[config.mk]
export PLATFORM = sky130hd
export DESIGN_NAME = dmem_access_unit
export DESIGN_NICKNAME = d
export VERILOG_FILES = /design/src/rtl/dmem_access_unit.sv
export SDC_FILE = /design/constraint.sdc
export NUM_CORES = 1
export LEC_CHECK = 0
export BUFFER_PORTS_ARGS = -buffer_cell sky130_fd_sc_hd__buf_2
export CORE_ASPECT_RATIO = 0.8
export CORE_MARGIN = 3
export CORE_UTILIZATION = 35
export DETAILED_ROUTE_END_ITERATION = 12
export PLACE_DENSITY_LB_ADDON = 0.1
export SKIP_LAST_GASP = 1
export SYNTH_ARGS = -nofsm -noshare
export SYNTH_HDL_FRONTEND = slang
export SYNTH_SLANG_ARGS = --single-unit
[constraint.sdc]
create_clock -name CLK -period 7.2 [get_ports CLK]
set_input_delay 0.36 -clock CLK [delete_from_list [all_inputs] [get_ports CLK]]
set_output_delay 0.36 -clock CLK [all_outputs]
set_load 0.01 [all_outputs]
[src/rtl/dmem_access_unit.sv]
// Data-memory load/store access unit: request decode, one-cycle strobe, WAIT_CYCLES read latency, held response.
// Build option: define DMEM_MISALIGN_TRAP_EN to fault misaligned accesses instead of masking the low address bits.
module dmem_access_unit #(
  parameter int unsigned WAIT_CYCLES = 1
) (
  input  logic        CLK,
  input  logic        RST,
  input  logic        req_valid,
  output logic        req_ready,
  input  logic        req_write,
  input  logic [2:0]  req_funct3,
  input  logic [31:0] req_addr,
  input  logic [31:0] req_wdata,
  output logic        D_MEM_CSN,
  output logic        D_MEM_WEN,
  output logic [3:0]  D_MEM_BE,
  output logic [31:0] D_MEM_ADDR,
  output logic [31:0] D_MEM_DOUT,
  input  logic [31:0] D_MEM_DI,
  output logic        rsp_valid,
  input  logic        rsp_ready,
  output logic [31:0] rsp_rdata,
  output logic        rsp_err
);

  typedef enum logic [1:0] {IDLE = 2'd0, ACCESS = 2'd1, WAIT = 2'd2, RESP = 2'd3} state_t;

  localparam logic [3:0] CNT_LAST = 4'(WAIT_CYCLES - 1);

  state_t      state_r, state_n;
  logic [3:0]  cnt_r;
  logic        write_r;
  logic [2:0]  funct3_r;
  logic [1:0]  off_r;
  logic        req_ready_r, csn_r, wen_r, rsp_valid_r, rsp_err_r;
  logic [3:0]  be_r;
  logic [31:0] addr_r, dout_r, rdata_r;

  logic [1:0]  off_s;
  logic        misalign_s, illegal_s, fault_s, accept_s, wait_done_s;
  logic [3:0]  be_s;
  logic [31:0] wdata_s;

  // Select the addressed lane of a read word and sign/zero-extend it.
  function automatic logic [31:0] load_extend(input logic [2:0] f3, input logic [1:0] off,
                                              input logic [31:0] di);
    logic [31:0] lane;
    lane = di >> {off, 3'b000};
    case (f3)
      3'b000:  load_extend = {{24{lane[7]}}, lane[7:0]};
      3'b001:  load_extend = {{16{lane[15]}}, lane[15:0]};
      3'b010:  load_extend = di;
      3'b100:  load_extend = {24'h000000, lane[7:0]};
      3'b101:  load_extend = {16'h0000, lane[15:0]};
      default: load_extend = 32'h0000_0000;
    endcase
  endfunction

  // Decode the incoming request: lane offset, byte enables, replicated store data, fault.
  always_comb begin
    off_s      = 2'b00;
    misalign_s = 1'b0;
    be_s       = 4'b0000;
    wdata_s    = req_wdata;
    case (req_funct3[1:0])
      2'b00: begin
        off_s   = req_addr[1:0];
        be_s    = 4'b0001 << off_s;
        wdata_s = {4{req_wdata[7:0]}};
      end
      2'b01: begin
        off_s      = {req_addr[1], 1'b0};
        misalign_s = req_addr[0];
        be_s       = 4'b0011 << off_s;
        wdata_s    = {2{req_wdata[15:0]}};
      end
      2'b10: begin
        off_s      = 2'b00;
        misalign_s = |req_addr[1:0];
        be_s       = 4'b1111;
        wdata_s    = req_wdata;
      end
      default: begin
        off_s   = 2'b00;
        be_s    = 4'b0000;
        wdata_s = req_wdata;
      end
    endcase
    if (req_write) begin
      illegal_s = (req_funct3 >= 3'b011);
    end else begin
      case (req_funct3)
        3'b000, 3'b001, 3'b010, 3'b100, 3'b101: illegal_s = 1'b0;
        default:                                illegal_s = 1'b1;
      endcase
    end
`ifdef DMEM_MISALIGN_TRAP_EN
    fault_s = illegal_s | misalign_s;
`else
    fault_s = illegal_s;
`endif
  end

  // Next-state logic.
  always_comb begin
    state_n     = state_r;
    accept_s    = 1'b0;
    wait_done_s = 1'b0;
    case (state_r)
      IDLE: begin
        if (req_valid) begin
          accept_s = 1'b1;
          state_n  = fault_s ? RESP : ACCESS;
        end else begin
          state_n = IDLE;
        end
      end
      ACCESS: state_n = write_r ? RESP : WAIT;
      WAIT: begin
        if (cnt_r == CNT_LAST) begin
          wait_done_s = 1'b1;
          state_n     = RESP;
        end else begin
          state_n = WAIT;
        end
      end
      RESP: begin
        if (rsp_ready) begin
          state_n = IDLE;
        end else begin
          state_n = RESP;
        end
      end
      default: state_n = IDLE;
    endcase
  end

  // State register.
  always_ff @(posedge CLK or posedge RST) begin
    if (RST) begin
      state_r <= IDLE;
    end else begin
      state_r <= state_n;
    end
  end

  // Request capture, wait counter, memory strobe and response registers.
  always_ff @(posedge CLK or posedge RST) begin
    if (RST) begin
      cnt_r       <= 4'd0;
      write_r     <= 1'b0;
      funct3_r    <= 3'b000;
      off_r       <= 2'b00;
      req_ready_r <= 1'b1;
      csn_r       <= 1'b1;
      wen_r       <= 1'b1;
      be_r        <= 4'b0000;
      addr_r      <= 32'h0000_0000;
      dout_r      <= 32'h0000_0000;
      rsp_valid_r <= 1'b0;
      rsp_err_r   <= 1'b0;
      rdata_r     <= 32'h0000_0000;
    end else begin
      if (accept_s && !fault_s) begin
        write_r  <= req_write;
        funct3_r <= req_funct3;
        off_r    <= off_s;
        addr_r   <= {req_addr[31:2], 2'b00};
        dout_r   <= wdata_s;
      end
      if (state_r == WAIT && !wait_done_s) begin
        cnt_r <= cnt_r + 4'd1;
      end else begin
        cnt_r <= 4'd0;
      end
      req_ready_r <= (state_n == IDLE);
      csn_r       <= (state_n != ACCESS);
      wen_r       <= (state_n == ACCESS) ? !req_write : 1'b1;
      be_r        <= (state_n == ACCESS) ? be_s : 4'b0000;
      rsp_valid_r <= (state_n == RESP);
      // Response fields are loaded on entry to RESP and held until the handshake.
      if (state_r != RESP && state_n == RESP) begin
        rsp_err_r <= (state_r == IDLE);
        rdata_r   <= wait_done_s ? load_extend(funct3_r, off_r, D_MEM_DI) : 32'h0000_0000;
      end else if (state_n != RESP) begin
        rsp_err_r <= 1'b0;
        rdata_r   <= 32'h0000_0000;
      end else begin
        rsp_err_r <= rsp_err_r;
        rdata_r   <= rdata_r;
      end
    end
  end

  assign req_ready  = req_ready_r;
  assign D_MEM_CSN  = csn_r;
  assign D_MEM_WEN  = wen_r;
  assign D_MEM_BE   = be_r;
  assign D_MEM_ADDR = addr_r;
  assign D_MEM_DOUT = dout_r;
  assign rsp_valid  = rsp_valid_r;
  assign rsp_err    = rsp_err_r;
  assign rsp_rdata  = rdata_r;

endmodule

* Word-level counts from Yosys, hierarchy flattened
Index checks and enable logic that the tools add are counted.
** Storage, ports and cells
- Register bits after elaboration :: 115
- Latch bits :: 0
- Memory bits (writable) :: 0
- Memory bits (read-only) :: 0
- Logic and storage cells :: 75
- Memories kept :: 0
** Operators by class
- Add/sub/neg operators :: 1
- $mul :: 0
- Divide/modulo/power cells :: 0
- $lt $le $gt $ge :: 1
- Eq/ne operators :: 18
- Shift-type cells :: 3
- Multiplexer cells :: 24
- Bitwise operators :: 0
- Reduce and logical (&&, ||, !) cells :: 14
** Operators by type and width (count)
- 32-bit one-hot mux with 5 select lines :: 1
- 32-bit two-way mux :: 3
- 32-bit one-hot mux with 2 select lines :: 1
- 32-bit by 5-bit >> shifter with 16-bit output :: 1
- 3-bit == test (second input constant) :: 4
- 4-bit one-hot mux with 3 select lines :: 1
- 1-bit two-way mux :: 11
- 2-bit == test (second input constant) :: 4
- 4-bit two-way mux :: 2
- 2-bit one-hot mux with 4 select lines :: 1
- 2-bit by 1-bit == test with 1-bit output (second input constant) :: 3
- 3-bit by 1-bit == test with 1-bit output (second input constant) :: 2
- 3-bit by 2-bit == test with 1-bit output (second input constant) :: 2
- 2-bit zero test :: 3
- 3-bit zero test :: 2
- 2-bit two-way mux :: 3
- 5-bit OR reduction :: 1
- 4-bit by 1-bit adder with 4-bit output (second input constant) :: 1
- 4-bit zero test :: 1
- 2-bit != test (second input constant) :: 2
- 2-bit one-hot mux with 2 select lines :: 1
- 1-bit by 2-bit << shifter with 4-bit output (first input constant) :: 1
- 2-bit by 2-bit << shifter with 4-bit output (first input constant) :: 1
- 3-bit by 2-bit greater-or-equal comparator with 1-bit output (second input constant) :: 1
- other kinds (4) :: 8

* Longest topological paths before layout
Gate-level depths: netlist (run 1).
- Depth after elaboration :: 10
- Gate-level depth with buffers :: 8
- Mapped depth without buffers :: 6

* Worst setup path before layout (run 1)
OpenSTA, ideal clock, no wires.
- Path kind :: reg2reg
- Start point :: register cnt_r[0]
- End point :: register rdata_r[16] (netlist: rsp_rdata[16])
- Setup time :: 66 ps
- Arrival time :: 2083 ps
- Data required time :: 7134 ps
- Setup slack :: 5050 ps
- Stages on the path, launching flop included :: 9
- Path buffers :: 2
- Cells stage by stage :: dfrtp_1 inv_1 ha_1 or3b_4 or3_1 buf_6 nor4_4 buf_6 a221o_1
** Between the ends
- Longest elaborated chain between the ends :: 6
** RTL lines
- start: declaration :: line 31 : logic [3:0] cnt_r;
- start signal: assignment :: line 172 : cnt_r <= cnt_r + 4'd1;
- 4-bit zero test * :: line 120 : if (cnt_r == CNT_LAST) begin
- 1-bit two-way mux :: line 120
- 2-bit one-hot mux with 4 select lines :: line 109 : case (state_r)
- 2-bit == test :: line 182 : if (state_r != RESP && state_n == RESP) begin
- 1-bit logical AND :: line 182
- 32-bit two-way mux or 2-bit nonzero test (tied branches)
- end signal: assignment :: line 184 : rdata_r <= wait_done_s ? load_extend(funct3_r, off_r, D_MEM_DI) : 32'h0000_0000;
- end signal: assignment :: line 190 : rdata_r <= rdata_r;
- end: declaration :: line 37 : logic [31:0] addr_r, dout_r, rdata_r;
Every way passes the cells marked *; elsewhere a longest branch is shown, timed or not.
A chain may end at the register's enable or synchronous reset.

* Worst setup path after layout (run 1)
- Start point :: register cnt_r[0]
- End point :: register rdata_r[21] (netlist: rsp_rdata[21])
The elaborated chain is that of the path after synthesis.

==> results of run 1 <==
## layout by cell type, fill, tap and decap left out, types with 4 or more instances in the layout
cell type | netlist | final
bufinv_16 | 0 | 7
nor2_1 | 25 | 24
nand2b_1 | 5 | 5
mux2i_1 | 35 | 35
o211ai_1 | 8 | 8
a221o_1 | 17 | 17
o21ai_0 | 31 | 31
mux2_2 | 41 | 41
and3_1 | 4 | 4
buf_2 | 6 | 206
inv_1 | 6 | 5
dfrtp_1 | 112 | 112
a221oi_1 | 7 | 7
nand2_1 | 44 | 44
a21oi_1 | 14 | 14
clkbuf_16 | 0 | 17
a221o_2 | 7 | 7
a211oi_1 | 14 | 14
nor2b_1 | 8 | 8
## worst max-delay path by stage
stage             startpoint              to  slack [ns]
5_1_grt             off_r[1]   rsp_rdata[11]        4.25
6_report            cnt_r[0]   rsp_rdata[21]        4.43
4_1_cts             cnt_r[0]   rsp_rdata[21]        4.44
3_3_place_gp   req_funct3[1]   D_MEM_ADDR[2]        4.46
2_1_floorplan            RST  D_MEM_ADDR[10]        3.80
3_5_place_dp   req_funct3[1]  D_MEM_ADDR[21]        4.36
## power groups by stage
stage | Clock [W] | Combinational [W] | Sequential [W]
after floorplan | 0 | 0.000511 | 0.00113
after global placement | 0 | 0.000928 | 0.00107
after detailed placement | 0 | 0.000943 | 0.00107
after CTS | 0.00102 | 0.000945 | 0.00107
after global routing | 0.00104 | 0.00104 | 0.00111
final | 0.000996 | 0.000931 | 0.00107
## per-stage QoR
stage	cell area, sq um	utilization
final	7032	0.4885
after global routing	7032	0.4885
after CTS	7032	0.4885
after detailed placement	6325	0.4394
after global placement	6325	0.4394
after floorplan	5201	-
## cell families (layout without fill, tap and decap cells)
kind of cell               after synthesis  count (layout)  synth area share
adders and majority gates                2               2          0.004814
xor gates and xnor gates                 1               1          0.001685
other                                    1               2         0.0007215
and+or+nand+nor                        103             103           0.09726
muxes                                   77              77            0.1606
buffers and inverters                   42             248           0.03611
DFF                                    115             115            0.5544
AOI/OAI and AO/OA                      104             104            0.1444
## worst max-delay path: stages (launching register included)
cell	delay, ns
dfrtp_1	0.39
inv_1	0.08
ha_1	0.16
or3b_4	0.40
or3_1	0.52
nor4_4	0.92
a221o_2	0.23
## per-layer routing
layer,GRT usage,vias up,part of all wire
li1,-,2001,-
met1,0.2455,1986,0.46
met2,0.2512,152,0.44
met3,0.06611,21,0.082
met4,0.07225,0,0.018
met5,0,-,0
## layout make-up
| class | instances | area share |
|---|---|---|
| Tap cell | 184 | 0.03274 |
| Clock buffer | 18 | 0.06246 |
| Sequential cell | 115 | 0.4098 |
| Clock inverter | 14 | 0.03665 |
| Inverter | 6 | 0.003559 |
| Multi-Input combinational cell | 289 | 0.3036 |
| Timing Repair Buffer | 210 | 0.1512 |
## state kept, by name (all words and copies together) (netlist names)
name / count
state_r: 2
funct3_r: 3
write_r: 1
req_ready: 1
off_r: 2
D_MEM_ADDR: 30
D_MEM_DOUT: 32
rsp_err: 1
cnt_r: 4
D_MEM_CSN: 1
D_MEM_BE: 4
rsp_rdata: 32
rsp_valid: 1
D_MEM_WEN: 1
## synthesized netlist by cell type (2+ instances only)
cell	count
dfrtp_1	112
nand2_1	44
mux2_2	41
mux2i_1	35
o21ai_0	31
clkbuf_1	25
nor2_1	25
a221o_1	17
a211oi_1	14
a21oi_1	14
nor2b_1	8
o211ai_1	8
a221o_2	7
a221oi_1	7
buf_2	6
inv_1	6
nand2b_1	5
and3_1	4
dfstp_2	3
or3_1	3
and2_1	2
buf_4	2
buf_6	2
ha_1	2
nand3_1	2
nand3b_1	2
o21bai_1	2
==> flow_summary.toml, run 1 <==
[synth]
ys_seq_area_frac = 0.5544
syn_inst = 445
synth_flop_cell = "dfrtp_1"
synth_top_cell_area_share = 0.5392
avgSynthCellArea_sq_um = 11.68
synth.area.top_cells = "dfrtp_1, mux2_2, mux2i_1"
ys_ff_latch = 115
yosysWarningCount = 0
synth_edf_count = 0
synthDistinctLibCells = 43
synth_top_area_cell = "dfrtp_1"
netlist_area_sq_um = 5197
async_flop_share = 1.000

[critical_path]
rrSetupSlack_ns = 4.43
worstReg2RegEnd = "rsp_rdata[21]"
cp_max_fo = 16
critPathLaunchType = "register"
cp_data_arrival_time_ns = 3.12
path_class = "register to register"
cp-end-kind = "register"
r2r_start = "cnt_r[0]"
critPathRequiredTime_ns = 7.55
r2r_cells = 6

[timing]
slew_violations = 0
tightest_slew_ns = 1.262
max-slew-margin-rel = 0.1471
whs_ns = 0.1765
clock_skew_ns = 0.004877
tns_ns = 0
max_freq_ghz = 0.3610
setup_viol = 0
hold_violations = 0
fin_crit_sh = 0.3848
layout_setup_ws_ns = 4.430
fin_crit_ns = 2.770
rsz0062_at_grt = "no"

[grt]
grt_pass1_wl_microns = 22420
antenna_found_initial = 0
grt_usage = 0.1774
grt_pass1_vias = 4152
grt_max_degree = 92
gr-total-overflow = 0

[power_and_ir_drop]
p_int_w = 0.002029
seq_power_share = 0.356
p_total_w = 0.002993
leakage_nw = 3.562
p_per_area_nw_per_um2 = 425.7
power_frac_clock = 0.333
p_comb_frac = 0.311
p_sw_frac = 0.3223
switching_power_w = 0.0009647
peakVddDrop_mv = 0.1972

[routing]
wl_per_cell_microns = 17.12
vias = 4160
drt.antenna.violating_nets = 0
drtIter0Drc = 252
drc_errors = 0
drtPass1Iterations = 4
wirelength_microns = 14310
via_per_inst = 4.976

[clock_network]
numCtsBuffers = 17
cts_sinks = 115
cts_tree = "done"
ctsRootBufferMaster = "clkbuf_16"
cts_htree_levels = 4
ctsHoldBuffers = 1
clkTransAtPathRegs_ns = 0.06
clk_path_buf_depth = 2
insertion_delay_ns = 0.41
cts_setup_buffers = 0
cts_resized = 0

[die]
io_pins = 209
design.die.area_sq_um = 16360
fp.dieH_microns = 115.0
fp-row-count = 39
die_x_microns = 142.2
start_util = 0.3611
coreArea_sq_um = 14400

[hold_path]
hold-path-endpoint = "D_MEM_ADDR[10]"
min_path_cells = 2
min_path_type = "input port to register"
min_from = "req_addr[10]"

[outcome]
run_status = "completed"

[final_layout]
multi_input_area_sq_um = 2135
fin_nets = 745
num_antenna_cells = 0
fillers = 1341
stdcell_count = 836
register_area_sq_um = 2882
drive_gt1_frac = 0.4617
area_growth_pct = 35.29

[job]
cap_violations = 0

[placement]
io_buffers = 206
pre_cts_ws_ns = 4.360
place.gp.congestion = 0.8050
place_inst = 803
detailed_place_hpwl_microns = 10060
No activity file was read; power rests on OpenSTA's default activity.
==> run 2, diff against run 1 <==
==> constraint.sdc (replaced) <==
create_clock -name CLK -period 2.85 [get_ports CLK]
set_input_delay 0.1425 -clock CLK [delete_from_list [all_inputs] [get_ports CLK]]
set_output_delay 0.1425 -clock CLK [all_outputs]
set_load 0.01 [all_outputs]
==> flow_summary.toml, run 2 (same netlist as run 1, synthesis figures left out) <==
[die]
coreArea_sq_um = 14400
start_util = 0.3611
die_x_microns = 142.2
io_pins = 209
fp.dieH_microns = 115.0
design.die.area_sq_um = 16360
fp-row-count = 39

[final_layout]
multi_input_area_sq_um = 2135
area_growth_pct = 42.56
num_antenna_cells = 0
fillers = 1270
postLayoutCellArea_sq_um = 7410
drive_gt1_frac = 0.4414
register_area_sq_um = 2882
fin_util = 0.5147
layout_commonest_cell = "buf_2"
layout_common_cells = "buf_2, dfrtp_1, nand2_1"
fin_nets = 793

[placement]
io_buffers = 206
detailed_place_hpwl_microns = 10720
place.gp.congestion = 0.8658
place_area_sq_um = 6406

[timing]
max_freq_ghz = 0.4417
setup_viol = 0
fin_crit_ns = 2.264
fin_crit_sh = 0.7944
slew_violations = 0
clock_skew_ns = 0.01139
rsz0062_at_grt = "no"
tightest_slew_ns = 1.073
tns_ns = 0
max-slew-margin-rel = 0.2749
hold_violations = 0

[power_and_ir_drop]
p_comb_frac = 0.340
p_total_w = 0.007287
p_int_w = 0.004877
power_frac_clock = 0.297
switching_power_w = 0.002410
leakage_nw = 3.738
peakVddDrop_mv = 0.4841
seq_power_share = 0.363
p_per_area_nw_per_um2 = 983.5
p_sw_frac = 0.3307

[grt]
grt_max_degree = 102
grt_pass1_wl_microns = 23830
antenna_found_initial = 1
grt_usage = 0.1865
grt_pass1_vias = 4449
gr-total-overflow = 0

[critical_path]
critPathLaunchType = "register"
path_class = "register to register"
cp_max_fo = 16
cp-end-kind = "register"
cp_data_arrival_time_ns = 2.61
critPathRequiredTime_ns = 3.19

[routing]
via_per_inst = 4.972
wl_per_cell_microns = 16.94
vias = 4395
drc_errors = 0
drt.antenna.violating_nets = 0
wirelength_microns = 14980
drtIter0Drc = 237
drtPass1Iterations = 4

[clock_network]
cts_sinks = 115
cts_htree_levels = 4
clk_path_buf_depth = 2
ctsRootBufferMaster = "clkbuf_16"
insertion_delay_ns = 0.41
numCtsBuffers = 17
clkTransAtPathRegs_ns = 0.06
cts_tree = "done"
cts_setup_buffers = 0

[job]
cap_violations = 0

[hold_path]
min_path_type = "input port to register"

[outcome]
run_status = "completed"
[run 2: per-layer routing]
| layer | vias to the layer above | routed length, microns | GRT usage |
|---|---|---|---|
| met4 | 2 | 138 | 0.05179 |
| met5 | - | 20 | 0 |
| met2 | 163 | 6984 | 0.2854 |
| li1 | 2106 | - | - |
| met3 | 13 | 1312 | 0.07692 |
| met1 | 2111 | 6521 | 0.2458 |
[run 2: repair_timing]
item                                   in CTS  in global routing
setup endpoints to repair                   0                  0
gates resized for setup                     0                  0
hold buffers                               40                  0
endpoints found under the hold margin      75                  0
[run 2: worst paths after layout]
path | from | endpoint | slack [ns] | cells past startpoint
worst max-delay path | cnt_r[0] | rsp_rdata[26] | 0.59 | 7
worst min-delay path | req_wdata[23] | D_MEM_DOUT[23] | 0.02 | 3
min in group asynchronous | RST | D_MEM_ADDR[2] | 0.44 | 3
worst max register to register | cnt_r[0] | rsp_rdata[26] | 0.59 | 7
max in group asynchronous | RST | D_MEM_CSN | 1.55 | 4
worst min register to register | D_MEM_DOUT[26] | D_MEM_DOUT[26] | 0.47 | 2
[run 2: final cells by class]
class                           count  area share
Clock buffer                       21     0.06349
Clock inverter                     11     0.01790
Tap cell                          184     0.03107
Inverter                            6    0.003546
Multi-Input combinational cell    289      0.2881
Timing Repair Buffer              258      0.2070
Sequential cell                   115      0.3889
[run 2: worst max-delay path, stage by stage, from the launching register on]
cell     delay (ns)
dfrtp_1        0.40
inv_1          0.08
ha_1           0.16
or3b_4         0.40
or3_1          0.49
nor4_4         0.29
buf_4          0.24
a221o_1        0.14
[run 2: power groups by stage]
stage / combinational [W] / sequential, W / clock (W)
CTS: 0.00250 / 0.00265 / 0.00221
global route: 0.00274 / 0.00274 / 0.00231
detailed placement: 0.00246 / 0.00265 / 0
global placement: 0.00242 / 0.00264 / 0
floorplan: 0.00129 / 0.00285 / 0
finish: 0.00247 / 0.00265 / 0.00217
[run 2: stage by stage]
step / hold WS (ns) / instances / setup WS [ns]
global placement: 0.3578 / 812 / 0.6506
global route: 0.01151 / 884 / 0.4328
finish: 0.01690 / 884 / 0.5861
floorplan: 0.2785 / 446 / 0.7004
CTS: 0.004949 / 884 / 0.5812
detailed placement: 0.3619 / 812 / 0.5824
